$ cat src/rtl/fixture_probe_tx.sv
// fixture_probe_tx: captures probe words into a small FIFO and serialises each
// one as a framed bit stream (start 0, WIDTH data bits LSB first, optional even
// parity, stop 1) under a per-bit ready handshake.
//
// Ports:
//   clock     - single clock, rising edge
//   reset_n   - asynchronous active-low reset
//   sample    - capture probe_in into the FIFO on this edge
//   probe_in  - WIDTH-bit word to capture
//   tx_ready  - sink accepts the current serial bit on this edge
//   tx_bit    - serial data, idles at 1
//   tx_valid  - tx_bit belongs to a frame
//   busy      - frame in progress or FIFO non-empty
//   level     - number of FIFO entries held
//   overflow  - sticky, set when a sample is dropped on a full FIFO
//
// Build option: define FIXTURE_PROBE_PARITY_EN to insert the even-parity bit
// (PAR state) between the data bits and the stop bit.

module fixture_probe_tx #(
  parameter int unsigned WIDTH = 8,
  parameter int unsigned DEPTH = 4
) (
  input  logic                       clock,
  input  logic                       reset_n,
  input  logic                       sample,
  input  logic [WIDTH-1:0]           probe_in,
  input  logic                       tx_ready,
  output logic                       tx_bit,
  output logic                       tx_valid,
  output logic                       busy,
  output logic [$clog2(DEPTH+1)-1:0] level,
  output logic                       overflow
);

  localparam int unsigned LVL_W = $clog2(DEPTH + 1);
  localparam int unsigned PTR_W = $clog2(DEPTH);
  localparam int unsigned CNT_W = $clog2(WIDTH + 1);

  typedef enum logic [2:0] {
    IDLE  = 3'd0,
    START = 3'd1,
    DATA  = 3'd2,
    PAR   = 3'd3,
    STOP  = 3'd4
  } state_e;

  state_e             state_q, state_d;
  logic [WIDTH-1:0]   shift_q, shift_d;
  logic [CNT_W-1:0]   cnt_q, cnt_d;
  logic [PTR_W-1:0]   rd_ptr_q, rd_ptr_d;
  logic [PTR_W-1:0]   wr_ptr_q, wr_ptr_d;
  logic [LVL_W-1:0]   level_q, level_d;
  logic               ovf_q, ovf_d;
  logic               tx_bit_q, tx_bit_d;
  logic               tx_valid_q, tx_valid_d;
  logic               busy_q, busy_d;
`ifdef FIXTURE_PROBE_PARITY_EN
  logic               par_q, par_d;
`endif

  logic [WIDTH-1:0]   mem_q [DEPTH];
  logic               pop;
  logic               push;
  logic               advance;

  // A bit is consumed only while a frame is on the wire and the sink accepts it.
  assign advance = tx_valid_q & tx_ready;

  // Next-state, FIFO bookkeeping and next output values.
  always_comb begin
    state_d    = state_q;
    shift_d    = shift_q;
    cnt_d      = cnt_q;
    rd_ptr_d   = rd_ptr_q;
    wr_ptr_d   = wr_ptr_q;
    level_d    = level_q;
    ovf_d      = ovf_q;
    pop        = 1'b0;
    push       = 1'b0;
    tx_bit_d   = 1'b1;
    tx_valid_d = 1'b0;
    busy_d     = 1'b0;
`ifdef FIXTURE_PROBE_PARITY_EN
    par_d      = par_q;
`endif

    case (state_q)
      IDLE: begin
        if (level_q != '0) begin
          pop     = 1'b1;
          state_d = START;
        end
      end
      START: begin
        if (advance) state_d = DATA;
      end
      DATA: begin
        if (advance) begin
          if (cnt_q == CNT_W'(WIDTH - 1)) begin
`ifdef FIXTURE_PROBE_PARITY_EN
            state_d = PAR;
`else
            state_d = STOP;
`endif
          end else begin
            cnt_d   = cnt_q + CNT_W'(1);
            shift_d = shift_q >> 1;
          end
        end
      end
`ifdef FIXTURE_PROBE_PARITY_EN
      PAR: begin
        if (advance) state_d = STOP;
      end
`endif
      STOP: begin
        if (advance) begin
          // Chain straight into the next frame when data is waiting.
          if (level_q != '0) begin
            pop     = 1'b1;
            state_d = START;
          end else begin
            state_d = IDLE;
          end
        end
      end
      default: state_d = IDLE;
    endcase

    if (pop) begin
      shift_d  = mem_q[rd_ptr_q];
      cnt_d    = '0;
      rd_ptr_d = rd_ptr_q + PTR_W'(1);
`ifdef FIXTURE_PROBE_PARITY_EN
      par_d    = ^mem_q[rd_ptr_q];
`endif
    end

    // A full FIFO still takes a sample when the head leaves on the same edge.
    push  = sample & ((level_q != LVL_W'(DEPTH)) | pop);
    ovf_d = ovf_q | (sample & ~push);
    if (push) wr_ptr_d = wr_ptr_q + PTR_W'(1);
    level_d = level_q + LVL_W'(push) - LVL_W'(pop);

    // Outputs are registered from the next state so they line up with state_q.
    tx_valid_d = (state_d != IDLE);
    busy_d     = tx_valid_d | (level_d != '0);
    case (state_d)
      START:   tx_bit_d = 1'b0;
      DATA:    tx_bit_d = shift_d[0];
`ifdef FIXTURE_PROBE_PARITY_EN
      PAR:     tx_bit_d = par_d;
`endif
      default: tx_bit_d = 1'b1;
    endcase
  end

  // State and control registers.
  always_ff @(posedge clock or negedge reset_n) begin
    if (!reset_n) begin
      state_q    <= IDLE;
      shift_q    <= '0;
      cnt_q      <= '0;
      rd_ptr_q   <= '0;
      wr_ptr_q   <= '0;
      level_q    <= '0;
      ovf_q      <= 1'b0;
      tx_bit_q   <= 1'b1;
      tx_valid_q <= 1'b0;
      busy_q     <= 1'b0;
`ifdef FIXTURE_PROBE_PARITY_EN
      par_q      <= 1'b0;
`endif
    end else begin
      state_q    <= state_d;
      shift_q    <= shift_d;
      cnt_q      <= cnt_d;
      rd_ptr_q   <= rd_ptr_d;
      wr_ptr_q   <= wr_ptr_d;
      level_q    <= level_d;
      ovf_q      <= ovf_d;
      tx_bit_q   <= tx_bit_d;
      tx_valid_q <= tx_valid_d;
      busy_q     <= busy_d;
`ifdef FIXTURE_PROBE_PARITY_EN
      par_q      <= par_d;
`endif
    end
  end

  // FIFO storage; contents are don't-care until written, so no reset.
  always_ff @(posedge clock) begin
    if (push) mem_q[wr_ptr_q] <= probe_in;
  end

  assign tx_bit   = tx_bit_q;
  assign tx_valid = tx_valid_q;
  assign busy     = busy_q;
  assign level    = level_q;
  assign overflow = ovf_q;

endmodule

$ cat config.mk
export PLATFORM = sky130hd
export DESIGN_NAME = fixture_probe_tx
export DESIGN_NICKNAME = d
export VERILOG_FILES = /design/src/rtl/fixture_probe_tx.sv
export SDC_FILE = /design/constraint.sdc
export NUM_CORES = 1
export LEC_CHECK = 0
export ABC_AREA = 1
export BUFFER_PORTS_ARGS = -buffer_cell sky130_fd_sc_hd__buf_2
export CORE_UTILIZATION = 62
export DETAILED_ROUTE_END_ITERATION = 8
export GPL_ROUTABILITY_DRIVEN = 0
export PLACE_DENSITY = 0.83
export RECOVER_POWER = 100
export SKIP_LAST_GASP = 1
export SLEW_MARGIN = 30
export SYNTH_ARGS = -nofsm -noshare
export SYNTH_HDL_FRONTEND = slang
export SYNTH_SLANG_ARGS = --single-unit
$ cat constraint.sdc
create_clock -name clock -period 5.7 [get_ports clock]
set_input_delay 1.14 -clock clock [delete_from_list [all_inputs] [get_ports clock]]
set_output_delay 1.14 -clock clock [all_outputs]
set_load 0.02 [all_outputs]
==> flow_summary.toml, run 1 <==
[run_status]
run_status = "finished, final reports clean"

[cts]
cts.clk_slew.worst_paths_ns = 0.06
cts_hold_repair.buffers = 0
post_cts_buffers = 0
cts_num_sinks = 58
numCtsBuffers = 9
tritoncts = "done"
clock_insertion_delay_worst_skew_ns = 0.33
h-tree-depth = 3
cts_resized = 0
ctsRootBufferMaster = "sky130_fd_sc_hd__clkbuf_8"
clock_tree.buffer_depth = 2

[setup_path]
reg2reg_slack_ns = 2.95
arrival_ns = 3.45
critical_path.reg2reg.endpoint = "busy"
crit_start = "tx_ready"
max_stage_delay_cell_worst_path = "sky130_fd_sc_hd__fa_1"
crit_path_frequent_cell = "sky130_fd_sc_hd__nand2_1"
cp_endpoint = "busy"
timing.reg2reg.worst_path_depth = 11
r2r-start = "level[1]"
crit_type = "in -> reg"
critPathCaptureType = "register"
worstPathCellList = "buf_2, nand2_1, nand2_1, nand3_1, nand2_1, nand2_1, ha_1, inv_1, ha_1, fa_1, or2_2, nor2_1, nand3_1"
path_max_fanout = 9
worstSetupPathDepth = 13
start_kind = "input pin"
dominant_delay_contributor_by_cell_family_on_the_critical_path = "simple AND/OR/NAND/NOR gates"
max_stage_delay_ns = 0.45
buffer_and_inverter_count_on_the_worst_path = 2
cp.required_ns = 5.91

[sta]
rsz0062_at_grt = "no"
fmax_ghz = 0.309
slew_headroom_pct = 9.60
period_minus_slack_ns = 3.24
final.setup.worst_slack_ns = 2.46
finalClockSkew_ns = 0.00456
tightestPinTransition_ns = 1.36
hold_violations = 0
timing.setup.tns_ns = 0
post-route-period-util_pct = 56.9
setup_viol_count_final = 0
report.final.slew_viol_count = 0

[cells_and_area]
layout_common_cells = "sky130_fd_sc_hd__nand2_1, sky130_fd_sc_hd__edfxtp_1, sky130_fd_sc_hd__dfrtp_1, sky130_fd_sc_hd__inv_1, sky130_fd_sc_hd__nor2_1"
nFillCells = 265
post_route_cells_drive_above_1_share_pct = 9.20
finish.net_count = 276
antenna_cells_inserted = 0
seq_area_mm2 = 0.00161
multiInputGateArea_um2 = 754
syn2layout_area_growth_pct = 9.21
final_common_cell = "sky130_fd_sc_hd__nand2_1"

[synth]
synthesis.area_per_instance_um2 = 10.8
ys_async_sr_fraction_pct = 44.8
synth_ff_type = "sky130_fd_sc_hd__edfxtp_1"
yosys_register_bits = 58
synth-edff-count = 32
syn-instance-count = 232
syn-cell-area_mm2 = 0.00251
syn_nets = 252
synthesis.yosys.warnings = 0
synth_seq_area_share_pct = 64.2
synth.distinct_cells = 30

[place]
preCtsSetupSlack_ns = 2.35
place.detailed.hpwl_um = 2750
placement.io_buffers = 18

[global_route]
antenna_found_initial = 0
grt_start_max_net_pins = 27
gr-total-overflow = 0
grt_first_pass_wirelength_um = 6990
grt_use_total_pct = 23.5
number_of_global_route_vias_before_repair = 1531

[route]
wl_per_cell_um = 13.5
drt_wl_total_um = 4180
dr.first_iter.drc_count = 86
first_pass_iters = 4
postRouteAntennaNets = 0
detailroute.via_count = 1599
detail_route.drc_violations = 0
vias_per_instance = 5.17

[pwr]
ir_worst_vdd_v = 0.000303
power_density_mw_per_mm2 = 541
leakage_power_summed_over_all_cells_nw = 1.15

[floorplan]
floorplan.initialDensity_pct = 66.6
io_pins = 19
die_w_um = 65.7
rows = 22
die_height_um = 65.7
core_area_mm2 = 0.00377
die_area_mm2 = 0.00431

[job]
max_cap_violations = 0

[hold_path]
min_path_type = "reg -> reg"
==> area by class of cell <==
cell class | count | area share (%)
flip-flops and latches | 58 | 58.8
multi-input cells | 144 | 27.5
clock buffers | 11 | 4.79
inverters | 25 | 3.42
repair buffers | 18 | 2.55
well taps | 48 | 2.19
clock inverters | 5 | 0.775
==> registers in the layout, indices dropped and copies added (netlist names) <==
signal    cells
shift_q       8
busy          1
tx_valid      1
tx_bit        1
level         3
state_q       3
wr_ptr_q      2
rd_ptr_q      2
mem_q        32
overflow      1
cnt_q         4
==> kinds of logic (layout without fill, tap and decap cells) <==
kind of cell / after synthesis / in the layout / share of synthesized area [%]
AND/OR/NAND/NOR: 111 / 111 / 20.2
XOR/XNOR: 5 / 5 / 1.74
buffers and inverters: 30 / 59 / 5.08
flip-flops: 58 / 58 / 64.2
adder cells (fa/ha/maj): 8 / 8 / 4.28
AO/OA/AOI/OAI: 20 / 20 / 4.48
==> worst min-delay path by stage <==
stage               startpoint          to  depth (start not counted)  slack (ns)
finish              shift_q[3]  shift_q[3]                          2        0.48
CTS                 shift_q[7]  shift_q[7]                          2        0.48
global route          overflow    overflow                          1        0.52
detailed placement  shift_q[7]  shift_q[7]                          2        0.47
global placement    shift_q[7]  shift_q[7]                          2        0.46
floorplan           shift_q[7]  shift_q[7]                          2        0.45
==> metal layers <==
metal  global-route usage (%)  vias up  routed length, µm
li1                         -      814                  -
met1                     30.4      750               1870
met2                     36.0       31               2090
met3                     8.51        4                163
met4                     9.51        0                 50
met5                        0        -                  0
==> worst reg2reg max path: stages (launching register included) <==
cell	delay (ns)
sky130_fd_sc_hd__dfrtp_1	0.42
sky130_fd_sc_hd__nor2_1	0.12
sky130_fd_sc_hd__nand2_1	0.06
sky130_fd_sc_hd__nand3_1	0.27
sky130_fd_sc_hd__inv_1	0.28
sky130_fd_sc_hd__ha_1	0.35
sky130_fd_sc_hd__inv_1	0.04
sky130_fd_sc_hd__ha_1	0.18
sky130_fd_sc_hd__fa_1	0.45
sky130_fd_sc_hd__or2_2	0.30
sky130_fd_sc_hd__nor2_1	0.10
sky130_fd_sc_hd__nand3_1	0.07
==> stage by stage <==
| step | cells | hold WS (ns) | util (%) | cell area (µm²) | power (W) |
|---|---|---|---|---|---|
| 2_1_floorplan | 232 | 0.449 | - | 2510 | 0.00110 |
| 3_5_place_dp | 293 | 0.467 | 69.7 | 2630 | 0.00122 |
| 6_report | 309 | 0.482 | 72.8 | 2740 | 0.00149 |
| 4_1_cts | 309 | 0.483 | 73.8 | 2780 | 0.00152 |
| 5_1_grt | 309 | 0.522 | 72.8 | 2740 | 0.00162 |
| 3_3_place_gp | 293 | 0.463 | 69.7 | 2630 | 0.00120 |
==> synth_stat cells (all sizes together), types with 2 or more instances <==
library cell | number | share of area [%]
nand3 | 22 | 5.6
inv | 25 | 3.7
edfxtp | 32 | 38
nand2 | 60 | 9.2
buf | 5 | 1.3
nor2 | 24 | 4.1
ha | 7 | 3.5
xor2 | 4 | 1.4
o22ai | 5 | 1.2
nor3 | 2 | 0.40
o21ai | 12 | 2.4
dfrtp | 25 | 25
==> power by group <==
group          total, W  switching [W]  internal [W]  leakage, nW
clock network  0.000296       0.000145      0.000152       0.0796
registers      0.000669      0.0000882      0.000581        0.608
logic          0.000520       0.000342      0.000178        0.468
Note: power is estimated with default switching activity, not from simulation.
==> run 2, diff against run 1 <==
--- a/config.mk
+++ b/config.mk
@@ -7,10 +7,10 @@
 export LEC_CHECK = 0
 export ABC_AREA = 1
 export BUFFER_PORTS_ARGS = -buffer_cell sky130_fd_sc_hd__buf_2
-export CORE_UTILIZATION = 62
+export CORE_UTILIZATION = 59
 export DETAILED_ROUTE_END_ITERATION = 8
 export GPL_ROUTABILITY_DRIVEN = 0
-export PLACE_DENSITY = 0.83
+export PLACE_DENSITY = 0.79
 export RECOVER_POWER = 100
 export SKIP_LAST_GASP = 1
 export SLEW_MARGIN = 30
==> constraint.sdc (replaced) <==
create_clock -name clock -period 3.1 [get_ports clock]
set_input_delay 0.62 -clock clock [delete_from_list [all_inputs] [get_ports clock]]
set_output_delay 0.62 -clock clock [all_outputs]
set_load 0.02 [all_outputs]
==> run 2 against run 1 <==
  * Sequential power rose by 84%
  * Die area rose by 4.9%
  * Register-to-register slack got worse by 2.5 ns
  * Cell area rose by 1.5%
  * Wire length rose by 4.3%
  * Sequential cell count did not move
  * Count of clock-buffer cells in the layout rose by 2
  * Critical path type is now reg -> reg
  * Largest power group unchanged
==> flow_summary.toml, run 2 (synthesis results as in run 1) <==
[setup_path]
cp.required_ns = 3.32
start_kind = "register"
arrival_ns = 2.89
critPathCaptureType = "register"
path_max_fanout = 9
crit_type = "reg -> reg"

[pwr]
net-switching-power_w = 0.00107
ir_worst_vdd_v = 0.000504
power.share.sequential_pct = 42.9
internal_power_w = 0.00179
switching_share_pct = 37.4
share_clk_of_total_power_pct = 23.0
total_power_w = 0.00286
power_density_mw_per_mm2 = 1030
leakage_power_summed_over_all_cells_nw = 1.18
pwr-share-comb_pct = 34.2

[cells_and_area]
largestRegisters = "mem_q x32, shift_q x8, cnt_q x4"
finish.net_count = 279
nFillCells = 316
syn2layout_area_growth_pct = 10.9
largest_register_ff_count = 32
antenna_cells_inserted = 0
post_route_cells_drive_above_1_share_pct = 8.71
max_flop_register = "mem_q"
post-route-cell-area_mm2 = 0.00279
final_common_cell = "sky130_fd_sc_hd__nand2_1"
layout_common_cells = "sky130_fd_sc_hd__nand2_1, sky130_fd_sc_hd__edfxtp_1, sky130_fd_sc_hd__dfrtp_1, sky130_fd_sc_hd__nor2_1, sky130_fd_sc_hd__inv_1"

[global_route]
gr-total-overflow = 0
grt_first_pass_wirelength_um = 6900
number_of_global_route_vias_before_repair = 1532
grt_use_total_pct = 22.9
antenna_found_initial = 0
grt_start_max_net_pins = 27

[place]
preCtsSetupSlack_ns = 0.230
dpl-instance-area_mm2 = 0.00265
place.detailed.hpwl_um = 2870
placement.io_buffers = 18

[cts]
clock_tree.buffer_depth = 2
cts.clk_slew.worst_paths_ns = 0.06
cts_resized = 0
numCtsBuffers = 9
tritoncts = "done"
ctsRootBufferMaster = "sky130_fd_sc_hd__clkbuf_8"
cts_hold_repair.buffers = 0
cts_num_sinks = 58
post_cts_buffers = 0
h-tree-depth = 3
clock_insertion_delay_worst_skew_ns = 0.33

[job]
max_cap_violations = 0

[sta]
hold_violations = 0
rsz0062_at_grt = "no"
slew_headroom_pct = 11.5
whs_ns = 0.475
fmax_ghz = 0.373
report.final.slew_viol_count = 0
timing.setup.tns_ns = 0
tightestPinTransition_ns = 1.33
setup_viol_count_final = 0
final.setup.worst_slack_ns = 0.422
post-route-period-util_pct = 86.4
period_minus_slack_ns = 2.68
finalClockSkew_ns = 0.00842

[route]
dr.first_iter.drc_count = 41
vias_per_instance = 5.22
drt_wl_total_um = 4360
first_pass_iters = 4
detailroute.via_count = 1638
wl_per_cell_um = 13.9
postRouteAntennaNets = 0
detail_route.drc_violations = 0

[hold_path]
min_path_type = "reg -> reg"

[floorplan]
rows = 23
die_w_um = 67.3
core_area_mm2 = 0.00406
io_pins = 19
floorplan.initialDensity_pct = 61.9
die_height_um = 67.3
die_area_mm2 = 0.00452

[run_status]
run_status = "finished, final reports clean"
[run 2: worst paths after layout]
check | startpoint | to | slack (ns) | depth (start not counted)
setup / recovery | state_q[0] | busy | 0.42 | 11
hold reg to reg | overflow | overflow | 0.48 | 1
setup reg to reg | state_q[0] | busy | 0.42 | 11
min in group asynchronous | reset_n | cnt_q[2] | 0.57 | 1
hold / removal | overflow | overflow | 0.48 | 1
max in group asynchronous | reset_n | shift_q[4] | 1.74 | 1
[run 2: area by class of cell]
class / instances / area [µm²] / area share (%)
repair buffers: 21 / 81.3 / 2.92
inverters: 25 / 93.8 / 3.37
multi-input cells: 144 / 747 / 26.8
clock inverters: 3 / 38.8 / 1.39
well taps: 50 / 62.6 / 2.25
flip-flops and latches: 58 / 1610 / 57.9
clock buffers: 13 / 149 / 5.35
[run 2: metal layers]
| metal | up-vias | wire length, µm | track usage, % |
|---|---|---|---|
| met1 | 767 | 1930 | 26.9 |
| met4 | 0 | 81 | 12.8 |
| met3 | 9 | 174 | 8.11 |
| li1 | 821 | - | - |
| met5 | - | 0 | 0 |
| met2 | 41 | 2170 | 36.5 |
[run 2: critical path, cell delays in order (launching register included)]
cell and delay (ns):
sky130_fd_sc_hd__dfrtp_1 0.42, sky130_fd_sc_hd__nor2_1 0.23, sky130_fd_sc_hd__nand3_4 0.18, sky130_fd_sc_hd__nand2_1 0.10, sky130_fd_sc_hd__nand2_1 0.17, sky130_fd_sc_hd__ha_1 0.33, sky130_fd_sc_hd__inv_1 0.04, sky130_fd_sc_hd__ha_1 0.18
sky130_fd_sc_hd__fa_1 0.44, sky130_fd_sc_hd__or2_2 0.30, sky130_fd_sc_hd__nor2_1 0.10, sky130_fd_sc_hd__nand3_1 0.07
[run 2: per-stage QoR]
| step | instances | utilization (%) |
|---|---|---|
| final | 314 | 68.6 |
| after global routing | 314 | 68.6 |
| after CTS | 314 | 70.0 |
| after detailed placement | 298 | 65.4 |
| after global placement | 298 | 65.4 |
| after floorplan | 232 | - |
[run 2: power groups by stage]
stage          registers (W)  clock network (W)  logic (W)
2_1_floorplan        0.00122                  0   0.000795
5_1_grt              0.00126           0.000711    0.00113
6_report             0.00123           0.000658   0.000979
3_5_place_dp         0.00124                  0    0.00102
3_3_place_gp         0.00123                  0   0.000986
4_1_cts              0.00123           0.000675    0.00104
